File: config.mk
export PLATFORM = sky130hd
export DESIGN_NAME = btn_cmd_frontend
export DESIGN_NICKNAME = d
export VERILOG_FILES = /design/src/rtl/btn_cmd_frontend.sv
export SDC_FILE = /design/constraint.sdc
export NUM_CORES = 1
export LEC_CHECK = 0
export ABC_CLOCK_PERIOD_IN_PS = 10200
export CORE_ASPECT_RATIO = 1.25
export CORE_MARGIN = 2
export CORE_UTILIZATION = 40
export CTS_BUF_LIST = sky130_fd_sc_hd__clkbuf_16
export DETAILED_ROUTE_END_ITERATION = 8
export PLACE_DENSITY = 0.73
export SYNTH_ARGS = -nofsm -noshare
export SYNTH_HDL_FRONTEND = slang
export SYNTH_SLANG_ARGS = --single-unit
File: constraint.sdc
create_clock -name clk -period 10.2 [get_ports clk]
set_input_delay 2.04 -clock clk [delete_from_list [all_inputs] [get_ports clk]]
set_output_delay 2.04 -clock clk [all_outputs]
set_load 0.02 [all_outputs]
File: src/rtl/btn_cmd_frontend.sv
// Push-button command front-end: sync + debounce btnl/btnr, issue write/read commands, latch read data on LEDs.
// Optional build macro BTN_CMD_COMPARE_EN adds a sticky read-vs-last-write mismatch flag.
module btn_cmd_frontend #(
  parameter int DEBOUNCE_CYCLES = 16,
  parameter int RD_TIMEOUT      = 1024
) (
  input  logic        clk,
  input  logic        reset,
  input  logic        btnl,
  input  logic        btnr,
  input  logic [7:0]  switch,
  output logic        cmd_valid,
  input  logic        cmd_ready,
  output logic        cmd_write,
  output logic [14:0] cmd_addr,
  output logic [15:0] cmd_data,
  input  logic        rd_valid,
  input  logic [15:0] rd_data,
  output logic [7:0]  led,
  output logic        busy,
  output logic        timeout
`ifdef BTN_CMD_COMPARE_EN
  ,
  output logic        mismatch
`endif
);

  localparam int DBW = $clog2(DEBOUNCE_CYCLES + 1);
  localparam int TOW = $clog2(RD_TIMEOUT + 1);
  localparam logic [DBW-1:0] DB_LAST = DBW'(DEBOUNCE_CYCLES - 1);
  localparam logic [TOW-1:0] TO_LAST = TOW'(RD_TIMEOUT - 1);

  typedef enum logic [1:0] {IDLE, ISSUE, WAIT_RD} state_t;

  // bit 0 = btnl (write), bit 1 = btnr (read)
  logic [1:0]     raw;
  logic [1:0]     sync_p0;
  logic [1:0]     sync_p1;
  logic [1:0]     level;
  logic [1:0]     level_d;
  logic [1:0]     press;
  logic [DBW-1:0] db_cnt [2];

  state_t         state;
  state_t         state_nx;
  logic [14:0]    wr_ptr;
  logic [14:0]    rd_ptr;
  logic [TOW-1:0] to_cnt;
  logic           to_hit;

  assign raw    = {btnr, btnl};
  assign to_hit = (to_cnt == TO_LAST);

  // Synchronizer, debouncer and rising-edge press detector
  always_ff @(posedge clk or posedge reset) begin
    if (reset) begin
      sync_p0   <= '0;
      sync_p1   <= '0;
      level     <= '0;
      level_d   <= '0;
      press     <= '0;
      db_cnt[0] <= '0;
      db_cnt[1] <= '0;
    end else begin
      sync_p0 <= raw;
      sync_p1 <= sync_p0;
      level_d <= level;
      press   <= level & ~level_d;
      for (int i = 0; i < 2; i++) begin
        if (sync_p1[i] == level[i]) begin
          db_cnt[i] <= '0;
        end else if (db_cnt[i] == DB_LAST) begin
          level[i]  <= ~level[i];
          db_cnt[i] <= '0;
        end else begin
          db_cnt[i] <= db_cnt[i] + 1'b1;
        end
      end
    end
  end

  // Command FSM: next state
  always_comb begin
    state_nx = state;
    case (state)
      IDLE:    if (press[0] || press[1]) state_nx = ISSUE;
      ISSUE:   if (cmd_ready) state_nx = cmd_write ? IDLE : WAIT_RD;
      WAIT_RD: if (rd_valid || to_hit) state_nx = IDLE;
      default: state_nx = IDLE;
    endcase
  end

  always_ff @(posedge clk or posedge reset) begin
    if (reset) begin
      state     <= IDLE;
      cmd_valid <= 1'b0;
      busy      <= 1'b0;
    end else begin
      state     <= state_nx;
      cmd_valid <= (state_nx == ISSUE);
      busy      <= (state_nx != IDLE);
    end
  end

  // Command registers, pointers, read capture and timeout
  always_ff @(posedge clk or posedge reset) begin
    if (reset) begin
      cmd_write <= 1'b0;
      cmd_addr  <= '0;
      cmd_data  <= '0;
      wr_ptr    <= '0;
      rd_ptr    <= '0;
      to_cnt    <= '0;
      led       <= '0;
      timeout   <= 1'b0;
    end else begin
      case (state)
        IDLE: begin
          // write wins over a simultaneous read event
          if (press[0]) begin
            cmd_write <= 1'b1;
            cmd_addr  <= wr_ptr;
            cmd_data  <= {~switch, switch};
          end else if (press[1]) begin
            cmd_write <= 1'b0;
            cmd_addr  <= rd_ptr;
          end
        end
        ISSUE: begin
          if (cmd_ready) begin
            if (cmd_write) wr_ptr <= wr_ptr + 1'b1;
            to_cnt <= '0;
          end
        end
        WAIT_RD: begin
          if (rd_valid) begin
            led    <= rd_data[7:0];
            rd_ptr <= rd_ptr + 1'b1;
          end else if (to_hit) begin
            timeout <= 1'b1;
          end else begin
            to_cnt <= to_cnt + 1'b1;
          end
        end
        default: ;
      endcase
    end
  end

`ifdef BTN_CMD_COMPARE_EN
  logic [15:0] last_wr;

  always_ff @(posedge clk or posedge reset) begin
    if (reset) begin
      last_wr  <= '0;
      mismatch <= 1'b0;
    end else begin
      if (state == ISSUE && cmd_ready && cmd_write) last_wr <= cmd_data;
      if (state == WAIT_RD && rd_valid && rd_data != last_wr) mismatch <= 1'b1;
    end
  end
`else
  logic unused_rd_hi;
  assign unused_rd_hi = ^rd_data[15:8];
`endif

endmodule
==> results.txt <==
DR pass1 iterations = 4
Rel. slew slack = 28.5%
chip height = 121 um
# rows = 42
clock root buffer = clkbuf_16
Tot GR Track Use = 14.3%
area leader, netlist = dfrtp_1
P_leak = 2.45 nW
layout cells sized above 1 = 6.89%
hold slack = 0.350 ns
crit path from = rd_valid
register area share after synthesis = 60.7%
Worst-Margin Slew = 1.07 ns
gp weighted congestion = 0.802
post-synth top area share = 60.7%
initial antenna violation count = 0
syn_area_per_cell = 11.5 sq um
minimum clock period after layout = 3.68 ns
Die Area = 11800 sq um
Critical Path Source Type = primary input
hpwl dp = 5560 um
clock skew = 0.00666 ns
Detailed Route WL = 7980 um
flops & latches, synth = 106
die width = 97.5 um
dominant synthesized flop cell = dfrtp_1
Top delay family on crit path = simple AND/OR/NAND/NOR gates
CTS tree = built
Netlist cell types = 41
Ys Warns = 0
crit share post-route = 36.1%
via/cell ratio = 5.01
largest net degree at the start of global routing = 60
CP Cell Sequence = clkdlybuf4s50_1 -> nand3b_1 -> nor3_1 -> nand3_1 -> xnor2_1
vias in the first global route = 2943
CP bufs+invs = 1
hold-fix buffers at CTS = 0
Critical Path AT = 3.91 ns
routed via count = 2918
Design Power = 0.836 mW
RSZ-0062 raised after global routing = false
worst min path class = reg -> reg
CP Capture Type = flop
synthesized area = 4370 sq um
Reg clk slew, reported paths = 0.07 ns
Post-synth EDFFs = 0
Mapped Nets = 415
slowest CP cell = nor3_1
CTS max path bufs = 2
maximum net fanout on the critical path = 14
pwr/cell area = 154 nW/um^2
Worst Min Path Start = sync_p0[0]$_DFF_PP0_
clock latency on the worst-skew pair = 0.35 ns
Synth area leaders = dfrtp_1 (61%), nand2_1 (6.0%), xnor2_1 (4.6%), o21ai_0 (3.6%), mux2i_1 (3.4%)
Slew Viols, Final = 0
CP max stage delay = 0.57 ns
worst hold path cell count = 0
Max Clk Rate = 272 MHz
Sink Count = 106
number of setup buffers added after CTS = 0
DRT iter0 DRCs = 151
Avg WL per Cell = 13.7 um
H-tree depth = 3
outcome = completed
first-pass GRT wire length = 13500 um
Post-synth ARST share = 100%
reg2reg setup slack = 7.78 ns
CTS buffer count = 9
Congestion Overflow GR = 0
max-cap violations = 0
CP Class = in -> reg
RR Startpoint = press[0]$_DFF_PP0_
R2R Path End = busy$_DFF_PP0_
final hold vios = 0
P&R area growth vs syn = 24.3%
core area = 10600 sq um
# diodes = 0
final setup fails = 0
CP required = 10.43 ns
DRC Markers = 0
setup TNS = 0 ns
fill cell count = 943
Initial Util = 41.1%
Nets = 480
PostCTS Resize Cnt = 0
Util after Layout = 51.1%
number of I/O port buffers = 64
num ports = 73
Synth Instances = 380
maximum VDD drop = 73.0 uV
worst r2r path cells = 3
Routed Antenna Nets = 0
hold endpoint = sync_p1[0]$_DFF_PP0_
==> worst max path at each step <==
stage	to	slack [ns]	cells past startpoint
2_1_floorplan	busy$_DFF_PP0_	5.37	1
5_1_grt	rd_ptr[10]$_DFFE_PP0P_	6.33	5
4_1_cts	rd_ptr[10]$_DFFE_PP0P_	6.53	5
3_5_place_dp	rd_ptr[12]$_DFFE_PP0P_	6.16	5
6_report	rd_ptr[12]$_DFFE_PP0P_	6.52	5
3_3_place_gp	rd_ptr[10]$_DFFE_PP0P_	6.17	5
==> cell usage in the layout, fill, tap and decap left out, types with 10 or more instances in the layout <==
cell type / n
nand3_1: 20
dfrtp_1: 106
xnor2_1: 23
mux2_2: 10
mux2i_1: 15
nand2_1: 70
o21ai_0: 30
clkdlybuf4s50_1: 64
nor2_1: 12
xor2_1: 11
==> per-stage QoR <==
step | cell area (sq um) | cells | setup WS (ns)
finish | 5430 | 582 | 6.52
global route | 5430 | 582 | 6.33
CTS | 5430 | 582 | 6.53
detailed placement | 5130 | 566 | 6.16
global placement | 5130 | 566 | 6.17
floorplan | 4370 | 380 | 5.37
==> sequential cells by signal, indices dropped and copies added (netlist names) <==
signal / count
cmd_data: 16
cmd_addr: 15
rd_ptr: 15
wr_ptr: 15
to_cnt: 11
db_cnt: 10
led: 8
level: 2
level_d: 2
press: 2
state: 2
sync_p0: 2
sync_p1: 2
busy: 1
cmd_valid: 1
cmd_write: 1
timeout: 1
==> final cells by class <==
type	instances	area, sq um	area share, %
clock inverters	7	68.8	1.27
repair buffers	65	648	11.9
multi-input cells	257	1640	30.3
clock buffers	9	225	4.15
flip-flops and latches	106	2650	48.9
inverters	6	25.0	0.461
well taps	132	165	3.04
==> synthesized netlist by cell type, types with 3 or more instances <==
library cell	n
o211ai_1	4
and2_1	5
xnor2_1	23
mux2i_1	15
nor2_1	12
dfrtp_1	106
xor2_1	11
nand4_1	9
nor3_1	3
inv_1	6
ha_1	5
o21ai_0	31
and3_1	9
buf_2	3
o31ai_1	4
nand3_1	20
mux2_2	10
nand3b_1	3
nand2_1	70
clkbuf_1	6
==> metal layers <==
layer  global-route usage, %  share of wire [%]  vias to the layer above  wire, um
met5                       0                  0                        -         0
met4                    5.82                1.7                        0       132
met3                    4.34                3.7                       11       298
met2                    23.9                 49                       51      3950
met1                    17.3                 45                     1417      3600
li1                        -                  -                     1439         -
==> worst reg2reg max path, stage by stage, from the launching register on <==
cell,delay [ns]
dfrtp_1,0.70
o21ai_2,0.99
o21ai_0,0.31
or2_1,0.31
==> report_power, final <==
part / leakage, nW / internal, mW / switching [mW]
Sequential: 1.39 / 0.432 / 0.00946
Combinational: 0.914 / 0.0246 / 0.0267
Clock: 0.145 / 0.190 / 0.153
==> kinds of logic (layout without fill, tap and decap cells) <==
group           count (synthesis)  in the layout  synth area share [%]
simple gates                  145            145                  16.2
flops                         106            106                  60.7
fa+ha+maj                       5              5                  1.43
mux                            25             25                  6.02
xor+xnor                       34             34                  6.82
compound gates                 48             48                  7.05
buf+inv                        17             87                  1.72
No activity file was read; power rests on OpenSTA's default activity.
